===== config.mk =====
export PLATFORM = sky130hd
export DESIGN_NAME = cci_mpf_prim_rr_merge_flat
export DESIGN_NICKNAME = d
export VERILOG_FILES = /design/src/rtl/cci_mpf_prim_rr_merge_if.sv /design/src/rtl/cci_mpf_prim_rr_merge.sv /design/src/flat_wrapper.sv
export SDC_FILE = /design/constraint.sdc
export NUM_CORES = 1
export LEC_CHECK = 0
export CORE_MARGIN = 2
export CORE_UTILIZATION = 20
export DETAILED_ROUTE_END_ITERATION = 8
export MAX_ROUTING_LAYER = met4
export PLACE_DENSITY = 0.81
export SETUP_SLACK_MARGIN = 0.5
export SYNTH_ARGS = -nofsm -noshare
export SYNTH_HDL_FRONTEND = slang
export SYNTH_SLANG_ARGS = --single-unit

===== constraint.sdc =====
create_clock -name clk -period 1.74 [get_ports clk]
set_input_delay 0.174 -clock clk [delete_from_list [all_inputs] [get_ports clk]]
set_output_delay 0.174 -clock clk [all_outputs]
set_load 0.005 [all_outputs]

===== src/rtl/cci_mpf_prim_rr_merge_if.sv =====
// Handshake bundle between N upstream FIFO heads, the merge stage and one downstream FIFO.
// The master modport is the merge's view of it; slave is the surrounding FIFOs' view.
interface cci_mpf_prim_rr_merge_if #(
  parameter int N_INPUTS    = 2,
  parameter int N_DATA_BITS = 32,
  parameter int N_SRC_BITS  = $clog2(N_INPUTS)
);
  logic [N_INPUTS-1:0][N_DATA_BITS-1:0] in_first;
  logic [N_INPUTS-1:0]                  in_eop;
  logic [N_INPUTS-1:0]                  in_notEmpty;
  logic [N_INPUTS-1:0]                  in_deq_en;
  logic [N_DATA_BITS-1:0]               out_enq_data;
  logic                                 out_eop;
  logic [N_SRC_BITS-1:0]                out_src;
  logic                                 out_enq_en;
  logic                                 out_notFull;

  modport master (
    input  in_first, in_eop, in_notEmpty, out_notFull,
    output in_deq_en, out_enq_data, out_eop, out_src, out_enq_en
  );

  modport slave (
    output in_first, in_eop, in_notEmpty, out_notFull,
    input  in_deq_en, out_enq_data, out_eop, out_src, out_enq_en
  );
endinterface


===== src/rtl/cci_mpf_prim_rr_merge.sv =====
// Packet-aware round-robin merge: combinational datapath and registered arbitration state.
// A grant is held from a packet's first beat through its eop beat, so packets never interleave.
module cci_mpf_prim_rr_merge #(
  parameter int N_INPUTS    = 2,
  parameter int N_DATA_BITS = 32,
  parameter int N_SRC_BITS  = $clog2(N_INPUTS)
) (
  input  logic                   clk,
  input  logic                   reset,
  cci_mpf_prim_rr_merge_if.master bus
);

  typedef enum logic [0:0] {
    IDLE   = 1'b0,
    LOCKED = 1'b1
  } mode_t;

  mode_t                 mode;
  logic [N_SRC_BITS-1:0] rr_ptr;
  logic [N_SRC_BITS-1:0] lock_idx;

  logic [N_SRC_BITS-1:0] cand;
  logic                  found;
  logic                  fire;
  logic                  cand_eop;
  logic [N_SRC_BITS-1:0] next_ptr;
  int                    scan_idx;

  // In IDLE scan from rr_ptr with wraparound; in LOCKED only the owning input may proceed.
  always_comb begin
    cand     = rr_ptr;
    found    = 1'b0;
    scan_idx = 0;
    if (mode == LOCKED) begin
      cand  = lock_idx;
      found = 1'b1;
    end else begin
      for (int k = 0; k < N_INPUTS; k++) begin
        scan_idx = (int'(rr_ptr) + k) % N_INPUTS;
        if (!found && bus.in_notEmpty[N_SRC_BITS'(scan_idx)]) begin
          cand  = N_SRC_BITS'(scan_idx);
          found = 1'b1;
        end
      end
    end
  end

  assign cand_eop = bus.in_eop[cand];
  assign fire     = !reset && found && bus.in_notEmpty[cand] && bus.out_notFull;
  assign next_ptr = (cand == N_SRC_BITS'(N_INPUTS - 1)) ? '0 : cand + 1'b1;

  always_comb begin
    bus.out_enq_data = bus.in_first[cand];
    bus.out_eop      = cand_eop;
    bus.out_src      = cand;
    bus.out_enq_en   = fire;
    bus.in_deq_en    = '0;
    for (int i = 0; i < N_INPUTS; i++) begin
      bus.in_deq_en[i] = fire && (cand == N_SRC_BITS'(i));
    end
  end

  // Non-eop beats lock the grant; the eop beat releases it and moves priority past the sender.
  always_ff @(posedge clk) begin
    if (reset) begin
      mode     <= IDLE;
      rr_ptr   <= '0;
      lock_idx <= '0;
    end else if (fire) begin
      if (cand_eop) begin
        mode   <= IDLE;
        rr_ptr <= next_ptr;
      end else begin
        mode     <= LOCKED;
        lock_idx <= cand;
      end
    end
  end

  a_deq_needs_data: assert property (@(posedge clk) disable iff (reset)
    (bus.in_deq_en & ~bus.in_notEmpty) == '0);
  a_enq_needs_space: assert property (@(posedge clk) disable iff (reset)
    bus.out_enq_en |-> bus.out_notFull);
  a_deq_onehot0: assert property (@(posedge clk) disable iff (reset)
    $onehot0(bus.in_deq_en));

endmodule


===== src/flat_wrapper.sv =====
// flat-port wrapper written by rule: the top's interface ports become plain ports
module cci_mpf_prim_rr_merge_flat 
#(
  parameter int N_INPUTS    = 2,
  parameter int N_DATA_BITS = 32,
  parameter int N_SRC_BITS  = $clog2(N_INPUTS)
)
  (clk, reset, bus_in_first, bus_in_eop, bus_in_notEmpty, bus_out_notFull, bus_in_deq_en, bus_out_enq_data, bus_out_eop, bus_out_src, bus_out_enq_en);
  cci_mpf_prim_rr_merge_if #(.N_INPUTS(N_INPUTS), .N_DATA_BITS(N_DATA_BITS), .N_SRC_BITS(N_SRC_BITS)) bus_i ();
  input  logic clk;
  input  logic reset;
  input wire logic [$bits(bus_i.in_first)-1:0] bus_in_first;
  input wire logic [$bits(bus_i.in_eop)-1:0] bus_in_eop;
  input wire logic [$bits(bus_i.in_notEmpty)-1:0] bus_in_notEmpty;
  input wire logic [$bits(bus_i.out_notFull)-1:0] bus_out_notFull;
  output wire logic [$bits(bus_i.in_deq_en)-1:0] bus_in_deq_en;
  output wire logic [$bits(bus_i.out_enq_data)-1:0] bus_out_enq_data;
  output wire logic [$bits(bus_i.out_eop)-1:0] bus_out_eop;
  output wire logic [$bits(bus_i.out_src)-1:0] bus_out_src;
  output wire logic [$bits(bus_i.out_enq_en)-1:0] bus_out_enq_en;
  assign bus_i.in_first = bus_in_first;
  assign bus_i.in_eop = bus_in_eop;
  assign bus_i.in_notEmpty = bus_in_notEmpty;
  assign bus_i.out_notFull = bus_out_notFull;
  assign bus_in_deq_en = bus_i.in_deq_en;
  assign bus_out_enq_data = bus_i.out_enq_data;
  assign bus_out_eop = bus_i.out_eop;
  assign bus_out_src = bus_i.out_src;
  assign bus_out_enq_en = bus_i.out_enq_en;
  cci_mpf_prim_rr_merge #(.N_INPUTS(N_INPUTS), .N_DATA_BITS(N_DATA_BITS), .N_SRC_BITS(N_SRC_BITS)) u_core (.clk(clk), .reset(reset), .bus(bus_i));
endmodule

==> results by group, run 1 <==
Outcome
  • Status: complete, but fails checks
  • Failing checks: negative setup slack

Power and ir drop
  • Internal power: 598 uW
  • Switch Pwr: 215 uW
  • VDD IR max: 321 uV
  • LEAKAGE: 0.00109 uW
  • Clock Power Share: 0.155
  • Combinational fraction of design power: 0.752
  • Part of the power in registers: 0.092
  • Switch share: 0.264
  • Power Density: 368 mW/mm^2

Clock tree
  • Clk_lat worst skew: 0.24 ns
  • CTS H-tree lvls: 1
  • Clk sinks: 3
  • Hold-fix buffers at CTS: 0
  • CTS clk-pin slew, worst paths: 0.04 ns
  • Maximum clock path buffer count: 2
  • CTS Buf Count: 3
  • CTS tree: yes
  • Clk root buf: clkbuf_4

Timing
  • Final Worst Setup Slack: -0.137 ns
  • Skew final: 0.00289 ns
  • Final Hold Vio Count: 0
  • RSZ-0062 raised after global routing: true
  • Measured slew at the worst slew-check pin: 0.273 ns
  • F_max: 533 MHz
  • Final min period: 1.88 ns
  • Max-slew violations: 0
  • Crit share post-route: 1.08
  • Max_slew headroom: 0.814
  • Final setup viols: 34
  • Final TNS setup: -2.31 ns

Min path
  • Min-delay src: u_core.rr_ptr
  • Min-Delay Path Class: reg2reg
  • Worst Hold Path Cells: 3
  • Hold Crit Endpoint: u_core.rr_ptr

Floorplanning
  • Die Height: 57.9 um
  • Starting density of the core: 0.211
  • Die X: 57.9 um
  • Row count: 19
  • Die area: 0.00335 mm^2
  • Core Region: 0.00276 mm^2
  • Top Ports: 108

Critical path
  • Worst R2R Start: u_core.mode
  • R2R Setup Slk: 0.06 ns
  • Critical path class: reg2out
  • CP endpoint kind: primary output
  • Slowest CP cell: dfxtp_4
  • RR Endpoint: u_core.lock_idx
  • Cell Chain, Critical Path: mux2i_4, buf_12, buf_16, buf_6, mux2_4, buf_6
  • CP Launch Type: flop
  • Max FO, Critical Path: 8
  • CP bufs+invs: 4
  • CP dominant cell by count: buf_6
  • Worst EP required: 1.57 ns
  • Critical Path Start: u_core.mode
  • CP arrival: 1.70 ns
  • R2R cell count: 8
  • Crit-path max cell delay: 0.35 ns
  • Cell family with most CP delay: multiplexers

Drt
  • Via density: 4.56
  • Via count: 1036
  • Drc violations: 0
  • Drt pass-1 iters: 4
  • Avg WL per Cell: 18.4 um
  • Number of DRC markers in iteration 0: 20
  • Final wirelength: 4170 um
  • Final ANT Viol Nets: 0

Logic synthesis
  • Yosys cell types: 17
  • Synth area leader: mux2_2
  • Cell area after synthesis: 581 um^2
  • Synth warn: 0
  • Mean Syn Cell Area: 10.0 um^2
  • Synth top area share: 0.621
  • Net Count, Synth: 129
  • Top cells by area, synth: mux2_2 (62%), dfxtp_1 (10%), mux2i_4 (3.9%)
  • Seq/Total Area, Yosys: 0.103
  • Syn Inst Count: 58
  • Yosys reg bits: 3

GRT
  • Initial antenna violation count: 0
  • GR Overflow Total: 0
  • Total global-route track usage: 0.214
  • Number of global-route vias before repair: 1062
  • First-pass GRT wire length: 5370 um
  • Largest net degree at the start of global routing: 11

Place
  • PortBufs: 107
  • Routability cong.: 0.813
  • Post-DP HPWL: 2650 um
  • Post-DP Area: 0.00185 mm^2

Cells and area
  • Area Growth Syn to Fin: 281%
  • Fillers: 164
  • Register area: 63.8 um^2
  • Area of the multi-input gates: 651 um^2
  • Nets: 268
  • Post-route cell area: 0.00221 mm^2
  • Layout cells sized above 1: 0.577
  • N_diodes: 0

Run
  • Max Cap Viol: 0
tightest hold or removal path: stages, from the launching register on:
cell,delay [ns]
dfxtp_1,0.33
buf_4,0.15
nand2b_1,0.08
o2bb2ai_2,0.05
metrics by stage:
| step | total power, uW | util | hold WS (ns) | cells | setup slack (ns) |
|---|---|---|---|---|---|
| final | 813 | 0.801 | 0.650 | 227 | -0.137 |
| after global routing | 850 | 0.801 | 0.655 | 227 | -0.188 |
| after CTS | 752 | 0.760 | 0.618 | 221 | -0.165 |
| after detailed placement | 560 | 0.670 | 0.631 | 202 | -0.105 |
| after global placement | 552 | 0.670 | 0.607 | 202 | -0.0677 |
| after floorplan | 236 | - | 0.237 | 58 | 0.297 |
cells by family (layout without fill, tap and decap cells):
kind of cell	Yosys count	after routing	share of synthesized area
compound gates	6	6	0.0905
buf+inv	6	144	0.0452
flops	3	3	0.103
mux	35	35	0.694
simple gates	8	8	0.0668
cell type report:
class | instances | area share
multi-input cells | 49 | 0.294
clock buffers | 4 | 0.0119
repair buffers | 137 | 0.642
well taps | 31 | 0.0176
flip-flops and latches | 3 | 0.0289
inverters | 3 | 0.00510
worst max path at each step:
stage                                 endpoint  slack (ns)  cells after the start
final                     bus_out_enq_data[12]       -0.14                      6
after CTS                 bus_out_enq_data[17]       -0.17                      5
after global placement    bus_out_enq_data[16]       -0.07                      4
after detailed placement           bus_out_eop       -0.10                      5
after floorplan            bus_out_enq_data[0]        0.30                      3
after global routing      bus_out_enq_data[12]       -0.19                      6
metal layers:
metal  track usage  up-vias  share of wire
met5             -        -              0
li1              -      493              -
met3        0.0491        2          0.092
met2         0.399       59           0.54
met1         0.224      482           0.36
met4        0.0565        0         0.0019
power by group through the flow:
stage               clock network (uW)  registers (uW)  logic [uW]
floorplan                            0            76.4         160
global placement                     0            75.7         476
detailed placement                   0            76.0         484
CTS                                128            74.9         549
global route                       135            75.3         640
finish                             126            75.0         611
registers in the layout, indices dropped and copies added, names as in the netlist:
| register | cells |
|---|---|
| u_core.rr_ptr | 1 |
| u_core.mode | 1 |
| u_core.lock_idx | 1 |
synthesized netlist by cell type:
cell	instances
mux2_2	32
buf_2	3
a21o_1	1
o2bb2ai_1	1
mux2i_4	1
inv_1	3
and3_1	1
nand3_1	1
mux2i_1	2
nor2_1	4
a311oi_1	1
o211a_4	1
dfxtp_1	3
nor2b_1	1
nand2b_1	1
o21ai_0	1
a21oi_1	1
placed cells by master (no fill, tap or decap), drive strengths merged, types with 3 or more instances in the layout:
master	synthesis	routed
clkdlybuf4s50	0	70
buf	3	48
mux2	32	32
clkbuf	0	23
nor2	4	4
mux2i	3	3
inv	3	3
dfxtp	3	3
what timing repair did:
item                       in CTS  in global routing
setup endpoints to repair      40                 40
cloned                          3                  2
buffers inserted               12                  4
gates resized for setup       137                 52
pin swaps                       1                  1
Power figures use the tool's default switching activity.
==> run 2: changes to the inputs <==
--- a/config.mk
+++ b/config.mk
@@ -9,7 +9,7 @@
 export CORE_UTILIZATION = 20
 export DETAILED_ROUTE_END_ITERATION = 8
 export MAX_ROUTING_LAYER = met4
-export PLACE_DENSITY = 0.81
+export PLACE_DENSITY = 0.89
 export SETUP_SLACK_MARGIN = 0.5
 export SYNTH_ARGS = -nofsm -noshare
 export SYNTH_HDL_FRONTEND = slang
==> run 2 against run 1 <==
  * The flow still finishes with violations (negative setup slack)
  * Register-to-register slack got worse by 0.05 ns
  * Final cell count is the same
  * Worst hold slack got worse by 0.025 ns
  * Cell area rose by 3.2%
  * Combinational power rose by 5.1%
  * Via count decreased by 0.87%
  * Global-route usage up 2.2 points
  * Sequential power fell by 0.5%
  * Maximum frequency up 2.2%
  * Sequential share of layout area decreased by 0.089 points
  * Non-clock buffer count unchanged
==> results by group, run 2 (synthesis results as in run 1) <==
Outcome
  • Status: complete, but fails checks
  • Failing checks: negative setup slack

Timing
  • Crit share post-route: 1.06
  • Skew final: 0.00858 ns
  • Final min period: 1.84 ns
  • Measured slew at the worst slew-check pin: 0.262 ns
  • RSZ-0062 raised after global routing: true
  • Final Hold Vio Count: 0
  • Final setup viols: 30
  • Final Worst Setup Slack: -0.0977 ns
  • Max-slew violations: 0
  • Max_slew headroom: 0.825
  • Final TNS setup: -2.19 ns
  • F_max: 544 MHz

Cells and area
  • Nets: 268
  • Layout cells sized above 1: 0.571
  • Commonest non-fill, non-tap cell in the layout: clkdlybuf4s50_1
  • N_diodes: 0
  • Area Growth Syn to Fin: 293%
  • Largest regs: u_core.lock_idx x1, u_core.mode x1, u_core.rr_ptr x1
  • Post-route cell area: 0.00228 mm^2
  • Commonest cells after routing, fill and taps aside: clkdlybuf4s50_1 (70), buf_6 (43), mux2_4 (32)

Drt
  • Met2 WL: 2040 um
  • Via density: 4.52
  • Number of DRC markers in iteration 0: 18
  • Drc violations: 0
  • Drt pass-1 iters: 4
  • Via count: 1027
  • Met3 wire length: 398 um
  • Max Used Layer: met4
  • Final ANT Viol Nets: 0
  • Avg WL per Cell: 16.9 um
  • M1 WL: 1370 um
  • Final wirelength: 3830 um

Critical path
  • Worst R2R Start: u_core.mode
  • RR Endpoint: u_core.mode
  • R2R cell count: 9
  • Worst EP required: 1.57 ns
  • CP endpoint kind: primary output
  • Max FO, Critical Path: 6
  • Critical path class: reg2out
  • CP arrival: 1.66 ns
  • CP Launch Type: flop
  • R2R Setup Slk: 0.01 ns

Clock tree
  • Clk_lat worst skew: 0.24 ns
  • CTS clk-pin slew, worst paths: 0.04 ns
  • CTS H-tree lvls: 1
  • Maximum clock path buffer count: 2
  • Clk root buf: clkbuf_4
  • CTS tree: yes
  • CTS Buf Count: 3
  • Clk sinks: 3
  • Hold-fix buffers at CTS: 0

Place
  • PortBufs: 107
  • Post-DP HPWL: 2550 um
  • Place WS: -0.121 ns
  • Post-DP Area: 0.00185 mm^2
  • Routability cong.: 0.771

Floorplanning
  • Die area: 0.00335 mm^2
  • Top Ports: 108
  • Row count: 19
  • Die X: 57.9 um
  • Die Height: 57.9 um
  • Starting density of the core: 0.211
  • Core Region: 0.00276 mm^2

Power and ir drop
  • VDD IR max: 380 uV
  • Internal power: 626 uW
  • Part of the power in registers: 0.089
  • Overall Power: 843 uW
  • Power Density: 370 mW/mm^2
  • LEAKAGE: 0.00110 uW
  • Clock Power Share: 0.150
  • Switch share: 0.258
  • Switch Pwr: 217 uW
  • Combinational fraction of design power: 0.762

Min path
  • Worst Hold Path Cells: 3
  • Min-delay src: reset
  • Min-Delay Path Class: in2reg
  • Hold Crit Endpoint: u_core.mode

GRT
  • GR Overflow Total: 0
  • First-pass GRT wire length: 5800 um
  • Initial antenna violation count: 0
  • Largest net degree at the start of global routing: 8
  • Number of global-route vias before repair: 1221
  • Total global-route track usage: 0.236

Run
  • Max Cap Viol: 0
==> run 2: layout make-up <==
type | count | area (um^2)
fill | 155 | 478
sequential | 3 | 63.8
inverter | 3 | 11.3
multi-input combinational | 49 | 652
timing repair buffer | 137 | 1490
clock buffer | 4 | 26.3
tap | 31 | 38.8
==> run 2: worst max-delay path by stage <==
stage                      endpoint         from  cells past startpoint
6_report        bus_out_enq_data[2]  u_core.mode                      6
2_1_floorplan   bus_out_enq_data[0]  u_core.mode                      3
3_3_place_gp   bus_out_enq_data[23]  u_core.mode                      4
5_1_grt                 bus_out_eop  u_core.mode                      7
3_5_place_dp   bus_out_enq_data[19]  u_core.mode                      4
4_1_cts         bus_out_enq_data[2]  u_core.mode                      6
==> run 2: critical path, cell delays in order (launching register included) <==
cell	delay (ns)
dfxtp_4	0.35
mux2i_4	0.27
buf_6	0.14
buf_16	0.11
buf_8	0.12
mux2_4	0.30
buf_6	0.12
==> run 2: timing repair <==
action,CTS,global route
pin swaps,2,2
buffers inserted,16,2
gates resized for setup,207,10
gates cloned,3,0
endpoints found under the setup margin,40,40
==> run 2: layer usage <==
layer | up-vias | track usage
met5 | - | -
met2 | 77 | 0.463
met3 | 4 | 0.0714
li1 | 496 | -
met1 | 450 | 0.230
met4 | 0 | 0.0299
==> run 2: power groups by stage <==
stage / Clock (uW) / Combinational, uW / Sequential [uW]
after CTS: 129 / 616 / 74.7
final: 126 / 642 / 74.6
after floorplan: 0 / 160 / 76.4
after detailed placement: 0 / 485 / 75.8
after global routing: 136 / 672 / 75.2
after global placement: 0 / 478 / 75.7
==> run 2: stage by stage <==
step / hold slack [ns] / util / std cells
6_report: 0.625 / 0.827 / 227
5_1_grt: 0.634 / 0.827 / 227
4_1_cts: 0.612 / 0.806 / 225
3_5_place_dp: 0.619 / 0.670 / 202
3_3_place_gp: 0.602 / 0.670 / 202
2_1_floorplan: 0.237 / - / 58
==> run 3: changes to the inputs <==
--- a/config.mk
+++ b/config.mk
@@ -11,6 +11,7 @@
 export MAX_ROUTING_LAYER = met4
 export PLACE_DENSITY = 0.89
 export SETUP_SLACK_MARGIN = 0.5
+export SKIP_LAST_GASP = 1
 export SYNTH_ARGS = -nofsm -noshare
 export SYNTH_HDL_FRONTEND = slang
 export SYNTH_SLANG_ARGS = --single-unit
==> run 3 against run 2 <==
  * The flow still finishes with violations (negative setup slack)
  * Utilization shrank 0.18 points
  * Register-to-register slack is essentially flat
  * Final cell count is the same
  * First-iteration DRC count shrank 5.6%
  * Sequential share of layout area is essentially flat
  * Global-route usage shrank 0.19 points
  * Combinational power is essentially flat
  * Critical path type unchanged
  * Critical endpoint unchanged
  * Largest cell class unchanged
  * Largest power group unchanged
  * Highest routed layer unchanged
==> results by group, run 3 (synthesis results as in run 1) <==
Place
  • Post-DP HPWL: 2550 um
  • Routability cong.: 0.771
  • Place WS: -0.121 ns
  • PortBufs: 107

Critical path
  • Worst EP required: 1.57 ns
  • Cell family with most CP delay: multiplexers
  • CP Launch Type: flop
  • Slowest CP cell: dfxtp_4
  • Critical path class: reg2out
  • CP arrival: 1.66 ns
  • CP dominant cell by count: buf_6
  • Crit-path max cell delay: 0.35 ns
  • CP bufs+invs: 4
  • Cell Chain, Critical Path: mux2i_4, buf_6, buf_16, buf_8, mux2_4, buf_6
  • Max FO, Critical Path: 6
  • CP endpoint kind: primary output

Cells and area
  • Area Growth Syn to Fin: 292%
  • Post-layout util: 0.825
  • N_diodes: 0
  • Largest regs: u_core.lock_idx x1, u_core.mode x1, u_core.rr_ptr x1
  • Nets: 268
  • Fillers: 158
  • Commonest cells after routing, fill and taps aside: clkdlybuf4s50_1 (70), buf_6 (43), mux2_4 (32)
  • Register area: 63.8 um^2
  • Layout cells sized above 1: 0.571
  • Area of the multi-input gates: 647 um^2
  • Commonest non-fill, non-tap cell in the layout: clkdlybuf4s50_1

Floorplanning
  • Starting density of the core: 0.211
  • Die X: 57.9 um
  • Top Ports: 108
  • Row count: 19
  • Core Region: 0.00276 mm^2
  • Die area: 0.00335 mm^2
  • Die Height: 57.9 um

Timing
  • Final setup viols: 30
  • F_max: 544 MHz
  • Final TNS setup: -2.19 ns
  • Measured slew at the worst slew-check pin: 0.262 ns
  • Crit share post-route: 1.06
  • Final Worst Setup Slack: -0.0986 ns
  • Final min period: 1.84 ns
  • Max_slew headroom: 0.825
  • Skew final: 0.00853 ns
  • Max-slew violations: 0
  • RSZ-0062 raised after global routing: true
  • Final Hold Vio Count: 0
  • Minimum hold slack: 0.621 ns

Clock tree
  • CTS Buf Count: 3
  • Clk sinks: 3
  • CTS H-tree lvls: 1
  • Maximum clock path buffer count: 2
  • CTS tree: yes
  • Hold-fix buffers at CTS: 0
  • Clk root buf: clkbuf_4
  • Clk_lat worst skew: 0.24 ns
  • CTS clk-pin slew, worst paths: 0.04 ns

Power and ir drop
  • Clock Power Share: 0.150
  • Power Density: 370 mW/mm^2
  • Switch Pwr: 215 uW
  • Switch share: 0.256
  • VDD IR max: 380 uV
  • Combinational fraction of design power: 0.761
  • LEAKAGE: 0.00110 uW
  • Overall Power: 841 uW
  • Internal power: 625 uW
  • Part of the power in registers: 0.089

Drt
  • Via count: 1028
  • Final ANT Viol Nets: 0
  • Via density: 4.53
  • Final wirelength: 3800 um
  • Drt pass-1 iters: 4
  • Avg WL per Cell: 16.7 um
  • Drc violations: 0
  • Number of DRC markers in iteration 0: 17

GRT
  • Number of global-route vias before repair: 1217
  • First-pass GRT wire length: 5760 um
  • Initial antenna violation count: 0
  • Largest net degree at the start of global routing: 8
  • GR Overflow Total: 0
  • Total global-route track usage: 0.234

Outcome
  • Status: complete, but fails checks
  • Failing checks: negative setup slack

Min path
  • Min-Delay Path Class: in2reg

Run
  • Max Cap Viol: 0
## run 3: power by group through the flow
stage | registers [uW] | clock network, uW | logic (uW)
after floorplan | 76.4 | 0 | 160
after global placement | 75.7 | 0 | 478
after detailed placement | 75.8 | 0 | 485
after CTS | 74.7 | 129 | 602
after global routing | 75.2 | 136 | 670
final | 74.6 | 126 | 640
## run 3: repair_timing
item / CTS / global route
hold endpoints to repair: 0 / 0
pin swaps: 2 / 2
resized for setup: 200 / 16
setup endpoints to repair: 40 / 40
cloned: 3 / 0
buffers inserted: 16 / 2
## run 3: final cells by class
class,count,area share
repair buffers,137,0.654
well taps,31,0.0171
multi-input cells,49,0.284
flip-flops and latches,3,0.0281
clock buffers,4,0.0116
inverters,3,0.00495
## run 3: final timing paths
| path | to | slack, ns | cells after the start | start |
|---|---|---|---|---|
| setup / recovery | bus_out_enq_data[2] | -0.1 | 6 | u_core.mode |
| hold / removal | u_core.mode | 0.62 | 3 | reset |
| setup reg to reg | u_core.mode | 0.01 | 9 | u_core.mode |
| hold reg to reg | u_core.rr_ptr | 0.63 | 3 | u_core.rr_ptr |
## run 3: worst reg2reg max path, delay by kind of cell, from the launching register on
family                 cells  cell delay [ns]
flip-flops                 1             0.35
AO/OA/AOI/OAI              1             0.16
AND/OR/NAND/NOR            1             0.05
buffers and inverters      5             0.58
multiplexers               2             0.46
## run 3: routing by layer
metal | vias up | GRT usage | wire [um] | share of wire
met3 | 6 | 0.0737 | 423 | 0.11
met1 | 450 | 0.224 | 1310 | 0.34
met4 | 0 | 0.0299 | 36 | 0.0095
met5 | - | - | 0 | 0
li1 | 495 | - | - | -
met2 | 77 | 0.461 | 2030 | 0.53
## run 3: through the flow
step	instances	instance area [um^2]
CTS	225	2190
global placement	202	1850
floorplan	58	678
global route	227	2270
detailed placement	202	1850
finish	227	2270
